`src/rtl/io_pkg.sv`:
```
// Shared constants for the memory-mapped CPU I/O ports.
package io_pkg;
  localparam int IO_PORT_W         = 32;
  localparam int DB_CYCLES_DEFAULT = 50000;
  localparam int DB_CYCLES_SIM     = 4;
  localparam int EDGE_CNT_W        = 16;
endpackage

```
`src/rtl/sw_debounce_bit.sv`:
```
// One switch bit: 2-flop synchroniser, debounce counter and stable flop.
// flip_o marks the cycle in which stable_o is about to update.
module sw_debounce_bit #(
  parameter int DB_CYCLES = 4,
  parameter int CNT_W     = 16
) (
  input  logic clk,
  input  logic resetn,
  input  logic sw_i,
  output logic stable_o,
  output logic flip_o
);
  logic             s1_q, s2_q;
  logic             stable_q, stable_d;
  logic [CNT_W-1:0] cnt_q, cnt_d;
  logic             flip;

  always_comb begin
    stable_d = stable_q;
    cnt_d    = cnt_q;
    flip     = 1'b0;
    if (s2_q == stable_q) begin
      cnt_d = '0;
    end else if (cnt_q == CNT_W'(DB_CYCLES - 1)) begin
      stable_d = s2_q;
      cnt_d    = '0;
      flip     = 1'b1;
    end else begin
      cnt_d = cnt_q + 1'b1;
    end
  end

  always_ff @(posedge clk or negedge resetn) begin
    if (!resetn) begin
      s1_q     <= 1'b0;
      s2_q     <= 1'b0;
      stable_q <= 1'b0;
      cnt_q    <= '0;
    end else begin
      s1_q     <= sw_i;
      s2_q     <= s1_q;
      stable_q <= stable_d;
      cnt_q    <= cnt_d;
    end
  end

  assign stable_o = stable_q;
  assign flip_o   = flip;
endmodule

```
`src/rtl/in_port_debounce.sv`:
```
// Debounced switch input port: zero-extended stable word, sticky changed flag,
// change pulse. IN_PORT_EDGE_CNT_EN adds a rising-edge counter on in_port[31:16].
module in_port_debounce
  import io_pkg::*;
#(
  parameter int N_SW      = 5,
  parameter int DB_CYCLES = DB_CYCLES_DEFAULT,
  parameter int CNT_W     = 16
) (
  input  logic                 clk,
  input  logic                 resetn,
  input  logic [N_SW-1:0]      sw,
  input  logic                 rd_ack,
  output logic [IO_PORT_W-1:0] in_port,
  output logic                 changed,
  output logic                 change_pulse
);
  logic [N_SW-1:0] stable, flip;
  logic            any_flip;
  logic            changed_q, pulse_q;
  logic [IO_PORT_W-1:0] word;

  for (genvar i = 0; i < N_SW; i++) begin : g_bit
    sw_debounce_bit #(.DB_CYCLES(DB_CYCLES), .CNT_W(CNT_W)) u_bit (
      .clk     (clk),
      .resetn  (resetn),
      .sw_i    (sw[i]),
      .stable_o(stable[i]),
      .flip_o  (flip[i])
    );
  end

  assign any_flip = |flip;

  // Set beats rd_ack so an update landing on the read cycle is not lost.
  always_ff @(posedge clk or negedge resetn) begin
    if (!resetn) begin
      changed_q <= 1'b0;
      pulse_q   <= 1'b0;
    end else begin
      pulse_q <= any_flip;
      if (any_flip)    changed_q <= 1'b1;
      else if (rd_ack) changed_q <= 1'b0;
    end
  end

`ifdef IN_PORT_EDGE_CNT_EN
  logic [EDGE_CNT_W-1:0] edge_cnt_q;

  always_ff @(posedge clk or negedge resetn) begin
    if (!resetn)                    edge_cnt_q <= '0;
    else if (flip[0] && !stable[0]) edge_cnt_q <= edge_cnt_q + 1'b1;
  end
`endif

  always_comb begin
    word             = '0;
    word[N_SW-1:0]   = stable;
`ifdef IN_PORT_EDGE_CNT_EN
    word[IO_PORT_W-1 -: EDGE_CNT_W] = edge_cnt_q;
`endif
  end

  assign in_port      = word;
  assign changed      = changed_q;
  assign change_pulse = pulse_q;
endmodule

```
`config.mk`:
```
export PLATFORM = sky130hd
export DESIGN_NAME = in_port_debounce
export DESIGN_NICKNAME = d
export VERILOG_FILES = /design/src/rtl/io_pkg.sv /design/src/rtl/sw_debounce_bit.sv /design/src/rtl/in_port_debounce.sv
export SDC_FILE = /design/constraint.sdc
export NUM_CORES = 1
export LEC_CHECK = 0
export CAP_MARGIN = 25
export CORE_UTILIZATION = 25
export CTS_CLUSTER_SIZE = 20
export DETAILED_ROUTE_END_ITERATION = 16
export GPL_TIMING_DRIVEN = 0
export SYNTH_ARGS = -nofsm -noshare
export SYNTH_HDL_FRONTEND = slang
export SYNTH_SLANG_ARGS = --single-unit
```
`constraint.sdc`:
```
create_clock -name clk -period 4.4 [get_ports clk]
set_input_delay 0.88 -clock clk [delete_from_list [all_inputs] [get_ports clk]]
set_output_delay 0.88 -clock clk [all_outputs]
set_load 0.03 [all_outputs]
```
# [After elaboration in Yosys (flattened, before gate mapping)]
# Index checks and enable logic that the tools add are counted.
[op_classes] add_sub_neg=5 eq_ne=10 mux=22 bitwise_logic=5 reduce_logical=7
[op_table] operator="$mux W16" count=10
[op_table] operator="$add A16 B1 Y16 const B" count=5
[op_table] operator="$eq A16 B16 Y1 const B" count=5
[op_table] operator="$mux W1" count=12
[op_table] operator="$reduce_and A2 Y1" count=5
[op_table] operator="$eq A1 B1 Y1" count=5
[op_table] operator="$not A1 Y1" count=5
[op_table] operator="$reduce_or A5 Y1" count=1
[op_table] operator="$reduce_bool A2 Y1" count=1
[totals] regBits=97 wordCells=71

# [Logic depth before layout (Yosys ltp)]
# Gate-level depths: netlist (run 1).
[depth] word_depth=5 ltp_mapped=7 ltp_nobuf=5

# [Hierarchy]
# Synthesis (run 1) repeated with hierarchy kept, for this count alone.
[unflattened] hier_cells=470 area_unflattened_um2=4877.2
[by_module_without_submodules] module="sw_debounce_bit" instances=5 cells_each=87 area_each_um2=918.4 seq_area_each_um2=475.5
[by_module_without_submodules] module="in_port_debounce" instances=1 cells_each=35 area_each_um2=285.3 seq_area_each_um2=50.0

# [Worst setup path after synthesis (run 1)]
# No wires, ideal clock.
[synth_path] kind="register to register" from="reg g_bit[1].u_bit.cnt_q[11]" to="reg g_bit[1].u_bit.cnt_q[10]" setup_ns=0.119 t_arrival_ns=1.757 t_required_ns=4.281 path_slack_ns=2.524 stages_incl_launch_ff=6 n_path_buf=1 path_cell_list="dfrtp_1 -> or4b_1 -> or4_1 -> nand2_2 -> buf_6 -> nor2_1"
[synth_via] elab_chain_cells=3
[synth_lines] element="start: declaration" line="sw_debounce_bit.sv:15" text="logic [CNT_W-1:0] cnt_q, cnt_d;"
[synth_lines] element="start signal: assignment" line="sw_debounce_bit.sv:43" text="cnt_q <= cnt_d;"
[synth_lines] element="$eq A16 B16 Y1" line="sw_debounce_bit.sv:24" text="end else if (cnt_q == CNT_W'(DB_CYCLES - 1)) begin"
[synth_lines] element="$mux W16" line="sw_debounce_bit.sv:24"
[synth_lines] element="$mux W16" line="sw_debounce_bit.sv:22" text="if (s2_q == stable_q) begin"
[synth_lines] element="named net g_bit[1].u_bit.cnt_d[10]" line="sw_debounce_bit.sv:15"
# The timed path passes the listed nets, and every way through them passes these cells.
# A chain may end at the register's enable or synchronous reset.

# [Final worst setup path (run 1)]
[layout_path] from="reg g_bit[3].u_bit.stable_q" to="out in_port[3]"
[layout_lines] element="start: declaration" line="sw_debounce_bit.sv:14" text="logic stable_q, stable_d;"
[layout_lines] element="start signal: assignment" line="sw_debounce_bit.sv:42" text="stable_q <= stable_d;"
[layout_lines] element="end: declaration" line="in_port_debounce.sv:14" text="output logic [IO_PORT_W-1:0] in_port,"
# No word-level cell between the ends.

==> impl.org, run 1 <==
** Route
- Using the TritonRoute via totals, the vias-per-cell ratio works out to 4.28.
- Antenna violation net count after detailed routing :: 0
- The final layout contains routed wiring with a total length of 8.29 mm.
- After detailed routing, the average wire length per cell comes to ~11 um.
- In this run, the number of DRC markers left after iteration 0 of detailed routing was 108.
- DRC violations left :: 0
- Detailed routing inserted a total of between 3000 and 4000 vias.
- Pre-antenna DRT Iters :: 4

** CTS
- Number of levels in the clock H-tree :: 3
- Cts bufs inserted :: 9
- TritonCTS built the clock tree.
- Counting along the longest clock path gives a buffer depth of 2.
- For this design, the sink count on the clock tree is 97.
- Clock slew at the register clock pins of the worst setup and hold paths :: around 0.070 ns
- After clock tree synthesis, the setup repair step added 0 buffers.
- After clock tree synthesis, the flow added hold-fix buffers numbering 0.
- Root Driver :: sky130_fd_sc_hd__clkbuf_16
- After clock tree synthesis, the repair step resized 0 gates.
- For the worst-skew pair, the clock arrives at the later sink with an insertion delay of between 0.3 and 0.4 ns.

** Synthesis
- Largest cells by area after synthesis :: sky130_fd_sc_hd__dfrtp_1 (51%), sky130_fd_sc_hd__xor2_1 (6.3%), sky130_fd_sc_hd__nor2_1 (5.7%)
- The share of the Yosys chip area taken by registers is roughly half.
- Each instance of the synthesized netlist takes up on average approximately 10 um2.
- Area leader, netlist :: sky130_fd_sc_hd__dfrtp_1
- The top cell type by area accounts for between 50 and 60% of the synthesized area.
- Combined area of all synthesized cells :: approximately 4700 um2
- The synthesized netlist contains 41 unique library cells.
- The Yosys step of the flow raised 0 warnings.
- Number of synthesized register bits :: between 90 and 100
- Synthesis produced ~460 cells.

** Timing
- Final setup viols :: 0
- RSZ-0062 raised after global routing :: no
- Max-slew headroom at the worst pin :: between 60% and 70%
- Of the available clock period, the critical path in the final layout requires roughly 55%.
- Worst Max-Slew Pin Slew :: approximately 0.50 ns
- Adding up every negative setup slack in the final design gives 0 ns.
- For this run, the top clock speed supported by timing is between 400 and 500 MHz.
- The number of slew-limit violations in the final report was 0.
- The hold violation total from the final report came to 0.
- Subtracting the final worst setup slack from the clock period gives between 2 and 2.5 ns.
- Skew final :: about 0.0041 ns
- Worst Setup Slack, final :: just under 2 ns

** GRT
- Overflow left after global routing :: 0
- Entering global routing, the biggest net connects 63 pins.
- The number of global-route vias before repair was between 2000 and 3000.
- All-layer global routing usage :: slightly above 9%
- The initial antenna violation count is 0.
- First-pass GRT wire length :: around 14 mm

** Floorplan
- The die covers ~20000 um2.
- Width of the die :: ~140 um
- The initial utilization of the core area, before any placement, comes to approximately a quarter.
- The initialized floorplan defines 49 standard-cell rows.
- During I/O placement, the number of pins put on the boundary was 42.
- The die is between 100 and 150 um tall.
- Core outline area :: ~18000 um2

** Setup path
- For this design, the slowest cell found on the critical path is sky130_fd_sc_hd__clkdlybuf4s50_1.
- Grouping stages by cell kind, the critical path spends the most delay in buffers and inverters.
- Kind of end point of the critical path :: output port
- Traced cell by cell, the critical path runs through buf_4 > clkdlybuf4s50_1.
- The worst register-to-register path begins at g_bit[0].u_bit.cnt_q[0].
- The worst setup path is launched from a register.
- Internal reg-to-reg setup slack :: 2.27 ns
- Counting cells, the worst reg-to-reg path comes to 7.
- Type of the worst setup path :: register to output port
- Along the worst path, the maximum fanout reaches 3.
- The number of buffers and inverters on the critical path is 2.
- Reg2reg end :: g_bit[0].u_bit.cnt_q[13]
- The critical path starts at g_bit[3].u_bit.stable_o.
- Largest incremental delay on the critical path :: 0.65 ns
- Critical Path AT :: 1.53 ns
- For the worst setup path, the data required time is 3.52 ns.

** Job
- Across the run, the number of max-cap violations was 0.

** Finish
- Final core utilization :: about 31%
- Final net count :: roughly 530
- Most common cell after layout, fill and taps aside :: sky130_fd_sc_hd__dfrtp_1
- Layout cells sized above 1 :: between 10% and 20%
- The layout has roughly 1900 filler cells.
- Compared with the post-synthesis result, the final layout area differs by 17.7%.
- Final cell area excluding filler cells :: ~5600 um2
- The number of antenna diodes in the final layout is 0.
- The library cells used most frequently in the layout, excluding fill and tap cells, are sky130_fd_sc_hd__dfrtp_1 (97), sky130_fd_sc_hd__nor2_1 (72), sky130_fd_sc_hd__buf_4 (35).

** Hold path
- Worst hold path endpoint :: g_bit[3].u_bit.s2_q
- In this run the most critical hold path is launched from g_bit[3].u_bit.s1_q.
- The worst hold path belongs to the class register to register.
- Number of cells on the worst hold path :: 0

** Placement
- Final HPWL from detailed placement :: 5.90 mm
- At the placement stage, the worst setup path has a slack of roughly 2.2 ns.
- In this run the cell area measured after placement is ~5300 um2.
- The congestion estimate from routability-driven global placement came to 0.808.
- Number of buffer cells added on primary ports :: 14

** Pwr
- Power density over cell area :: 320 nW/um2
- In this run the static leakage power is between 2 and 2.5 nW.
- Across the VDD grid, the largest voltage drop is roughly 0.00022 V.

** Outcome
- Status :: completed
## per-stage QoR
step	hold slack [ns]	total power, W	instances
floorplan	0.331	0.00101	487
global placement	0.331	0.00105	730
detailed placement	0.335	0.00105	731
CTS	0.351	0.00182	747
global route	0.359	0.00187	747
finish	0.349	0.00179	747
## synth_stat cells (all sizes together)
cell type,n
nand2b,1
or3b,1
ha,5
or3,8
dfrtp,97
or2,1
o21ai,6
and3,7
nor4b,2
or4b,4
inv,14
buf,36
nor4bb,4
o2111ai,1
and4,9
a22oi,1
nand3,24
o41ai,1
o31ai,5
xnor2,30
nand4b,1
nor3,5
or4bb,1
clkbuf,9
nand4,22
a2bb2oi,1
xor2,34
or4,7
nor4,12
mux2,5
nor2,72
nand2,22
a21oi,11
conb,1
nor3b,1
## cell type report
type,instances,area [um2],share of cell area [%]
tap,229,287,5.14
timing repair buffer,15,165,2.96
inverter,14,52.6,0.942
clock inverter,5,38.8,0.695
multi-input combinational,331,2050,36.7
sequential,97,2430,43.5
buffer,45,305,5.47
clock buffer,11,253,4.53
## worst max path at each step
stage | slack [ns] | cells past startpoint | end
floorplan | 2.52 | 5 | g_bit[1].u_bit.cnt_q[10]
finish | 1.99 | 2 | in_port[3]
global placement | -1.29 | 1 | g_bit[4].u_bit.cnt_q[11]
CTS | 1.97 | 2 | in_port[1]
global route | 1.94 | 2 | in_port[3]
detailed placement | 2.25 | 7 | g_bit[0].u_bit.cnt_q[6]
## power breakdown
group	internal [W]	switching [W]
Clock	0.000416	0.000337
Sequential	0.000907	0.0000131
Combinational	0.0000393	0.0000735
## cells by family after synthesis
logic type	after synthesis	synth area share, %
DFF	97	51.2
muxes	5	1.19
AOI/OAI and AO/OA	26	3.70
buffers and inverters	59	7.55
and+or+nand+nor	204	23.1
other	1	0.0792
adders and majority gates	5	1.32
xor gates and xnor gates	64	11.8
## per-layer routing
metal | track usage, % | wire (um) | vias to the layer above | share of wire [%]
li1 | - | - | 1645 | -
met1 | 12.9 | 4330 | 1503 | 52
met2 | 13.5 | 3620 | 44 | 44
met3 | 2.27 | 251 | 6 | 3.0
met4 | 3.70 | 95 | 0 | 1.1
met5 | 0 | 0 | - | 0
## sequential cells by signal (all words and copies together) (netlist names)
| name | flops |
|---|---|
| change_pulse | 1 |
| g_bit.u_bit.s2_q | 5 |
| g_bit.u_bit.stable_o | 5 |
| g_bit.u_bit.s1_q | 5 |
| changed | 1 |
| g_bit.u_bit.cnt_q | 80 |
No activity file was read; power rests on OpenSTA's default activity.
==> run 2, diff against run 1 <==
Clock period 4.4 ns to 2.3 ns, I/O delays scaled along.
==> run 2 against run 1 <==
Effect of this change:
- sequential power grew 91%
- clock-buffer cell count stayed put
- highest routed layer unchanged
- clock skew is essentially flat
- sequential share of layout area is 0.059 points higher
- cell count fell by 0.27%
- cell area down 0.13%
- utilization about the same
- via count down 0.56%
- die area unchanged
- worst setup slack got worse by 1.7 ns
- sequential cell count unchanged
- critical path depth rose by 4
==> impl.org, run 2 (same netlist as run 1, synthesis figures left out) <==
** CTS
- Number of buffers inserted to repair setup after CTS :: 0 (unchanged)
- The post-cts resize count was 0 (unchanged).
- The clock input transition at the sequential cells of the worst setup and hold paths is 0.07 ns (about the same).
- The insertion delay to the later sink of the worst-skew pair came to 0.34 ns (about the same).
- The cts-stage hold buffer count is 0 (unchanged).
- The total CTS buffers is 9 (unchanged).
- The H-tree depth reported by CTS is 3 (unchanged).
- Root Driver :: sky130_fd_sc_hd__clkbuf_16
- Clock tree from TritonCTS :: done
- The count of clock tree sinks is 97 (unchanged).
- The clock tree buffer depth is 2 (unchanged).

** Floorplan
- Die ar. :: 19500 um2 (unchanged)
- Core outline area :: 18300 um2 (unchanged)
- The number of primary I/O pins is 42 (unchanged).
- The height of the die is 140 um (unchanged).
- The floorplan die width is 140 um (unchanged).
- The number of cell rows is 49 (unchanged).
- The initial core utilization is 25.9% (unchanged).

** Finish
- Largest register FFs :: 80 (unchanged)
- The number of non-filler instances in the completed layout came to 745 (-0.27%).
- Final net count :: 524 (-0.38%)
- Most common cell after layout, fill and taps aside :: sky130_fd_sc_hd__dfrtp_1
- The area growth from synthesis to layout is 17.6%.
- Most flop-heavy register :: g_bit.u_bit.cnt_q
- Antenna fix cells :: 0 (unchanged)
- Commonest non-fill, non-tap cells in the layout :: sky130_fd_sc_hd__dfrtp_1 (97), sky130_fd_sc_hd__nor2_1 (72), sky130_fd_sc_hd__buf_4 (35)
- The fraction of final layout cells sized beyond drive strength 1 is 12.6% (+0.049 points).

** Setup path
- Sort of element at the start of the critical path :: register
- The endpoint identified for the worst register-to-register timing path is g_bit[4].u_bit.cnt_q[10].
- The critical path is of the register to register type.
- The arrival time of the worst setup path was 2.27 ns (+0.74 ns).
- The maximum cell stage delay along the critical path was 0.57 ns (-0.08 ns).
- Reg-to-reg startpoint :: g_bit[4].u_bit.cnt_q[11]
- Kind of end point of the critical path :: register
- Walking the worst path, the cells encountered are or4b_1 > nor4_2 > nand2b_1 > buf_2 > buf_4 > nor2_1.
- The number of cells on the worst reg-to-reg path was 6 (-1).
- Critical Path Slowest Stage Cell :: sky130_fd_sc_hd__or4b_1
- The number of buffers and inverters on the critical path came to 2 (unchanged).
- Top fanout value on the critical path :: 10 (+7)
- The reg2reg setup slack is 0.26 ns (-2.01 ns).
- Kind of cell with the highest combined delay on the critical path :: simple AND/OR/NAND/NOR gates
- The required time of the critical path came to 2.53 ns (-0.99 ns).

** GRT
- Overflow left after global routing :: 0 (unchanged)
- The maximum number of pins on one net before global-route repair was 63 (unchanged).
- Initial antenna violation count :: 0 (unchanged)
- The wire length of the first global-routing pass was 14.4 mm (unchanged).
- Via count of the first global-routing pass :: 2972 (unchanged)
- All-layer global routing usage :: 9.19% (unchanged)

** Route
- The wire length reported by the detailed router is 8.24 mm (-0.64%).
- The average detailed-routed wire length per instance was 11.1 um (-0.37%).
- DRC violations left :: 0 (unchanged)
- The number of antenna-violating nets in the routed design came to 0 (unchanged).
- Pre-antenna DRT Iters :: 4 (unchanged)
- First-iteration detailed-routing DRC count :: 132 (+22%)
- Number of vias in the routed layout :: 3180 (-0.56%)
- Post-detailed-route via-to-cell ratio :: 4.27 (-0.30%)

** Pwr
- Internal :: 0.00261 W (+91%)
- The leakage component of the power is 2.38 nW (about the same).
- Clock network power share :: 42.1% (about the same)
- The switching power summed over all nets came to 0.000807 W (+91%).
- The sequential share of power is 51.6% (about the same).
- The cell area power density is 613 nW/um2 (+91%).
- The power share of the combinational group was 6.3% (about the same).
- Peak VDD IR :: 0.000418 V (+92%)
- Switching portion of total power :: 23.7% (-0.040 points)

** Timing
- Count of pins over their slew limit :: 0 (unchanged)
- The hold violation total from the final report was 0 (unchanged).
- Hold WS :: 0.0900 ns (-0.259 ns)
- Final critical-path required period :: slightly above 2 ns
- After layout, the worst path uses 88.8% of the clock period.
- The final-layout setup total negative slack came to 0 ns (unchanged).
- Skew final :: 0.00414 ns (+0.0000504 ns)
- Worst Max-Slew Pin Slew :: 0.504 ns (unchanged)
- Setup repair after global routing left no endpoint under its margin.
- Max-slew headroom at the worst pin :: 66.1% (unchanged)
- The count of endpoints failing setup in the final report was 0 (unchanged).
- Static timing analysis puts the maximum clock frequency at around 490 MHz.

** Placement
- Number of buffer cells added on primary ports :: 14 (unchanged)
- The detailed-placement wirelength estimate was 5.90 mm (unchanged).
- The cell count after placement is 731 (unchanged).
- The final weighted congestion of routability-driven global placement came to 0.808 (unchanged).

** Outcome
- The flow ran to the end, and the final reports show no timing, DRC or antenna violations.

** Job
- The number of max-cap violations was 0 (unchanged).

** Hold path
- The path class of the tightest hold or removal check is primary input to asynchronous set/reset pin.
run 2: cell count changes in the layout (fill, tap and decap cells not counted):
cell	before	now
sky130_fd_sc_hd__clkbuf_1	9	7
run 2: metrics by stage:
stage / area (um2) / total power, W / utilization [%] / setup WS [ns]
2_1_floorplan: 4830 / 0.00194 / - / 0.424
3_3_place_gp: 5260 / 0.00201 / 28.8 / -2.97
3_5_place_dp: 5290 / 0.00201 / 28.9 / 0.150
4_1_cts: 5580 / 0.00348 / 30.5 / 0.143
5_1_grt: 5570 / 0.00357 / 30.5 / 0.0870
6_report: 5570 / 0.00341 / 30.5 / 0.259
run 2: power by group through the flow:
stage | Combinational (W) | Clock (W) | Sequential [W]
4_1_cts | 0.000220 | 0.00150 | 0.00176
2_1_floorplan | 0.000151 | 0 | 0.00179
6_report | 0.000214 | 0.00144 | 0.00176
3_5_place_dp | 0.000219 | 0 | 0.00179
3_3_place_gp | 0.000213 | 0 | 0.00179
5_1_grt | 0.000238 | 0.00157 | 0.00176
run 2: worst max-delay path by stage:
stage / startpoint / endpoint / depth (start not counted)
after floorplan: g_bit[1].u_bit.cnt_q[11] / g_bit[1].u_bit.cnt_q[10] / 5
after global placement: resetn / g_bit[4].u_bit.cnt_q[11] / 1
after detailed placement: g_bit[0].u_bit.cnt_q[0] / g_bit[0].u_bit.cnt_q[6] / 7
after CTS: g_bit[0].u_bit.cnt_q[0] / g_bit[0].u_bit.cnt_q[13] / 7
after global routing: g_bit[0].u_bit.cnt_q[1] / g_bit[0].u_bit.cnt_q[3] / 6
final: g_bit[4].u_bit.cnt_q[11] / g_bit[4].u_bit.cnt_q[10] / 6
run 2: layer usage:
layer	share of wire (%)	track usage, %	vias to the layer above
met5	0	0	-
met4	1.2	3.70	0
met3	2.9	2.27	6
met2	44	13.5	41
met1	52	12.9	1488
li1	-	-	1645
run 2: final cells by class:
class / count / area, um2
repair buffers: 15 / 165
flip-flops and latches: 97 / 2430
well taps: 229 / 287
plain buffers: 43 / 298
clock inverters: 5 / 38.8
fillers: 1886 / 12700
multi-input cells: 331 / 2050
inverters: 14 / 52.6
clock buffers: 11 / 253
run 2: worst reg2reg max path, cell delays in order, from the launching register on:
cell and delay [ns]:
sky130_fd_sc_hd__dfrtp_1 0.44, sky130_fd_sc_hd__or4b_1 0.57, sky130_fd_sc_hd__nor4_2 0.35, sky130_fd_sc_hd__nand2b_1 0.15, sky130_fd_sc_hd__buf_2 0.17, sky130_fd_sc_hd__buf_4 0.19
sky130_fd_sc_hd__nor2_1 0.06
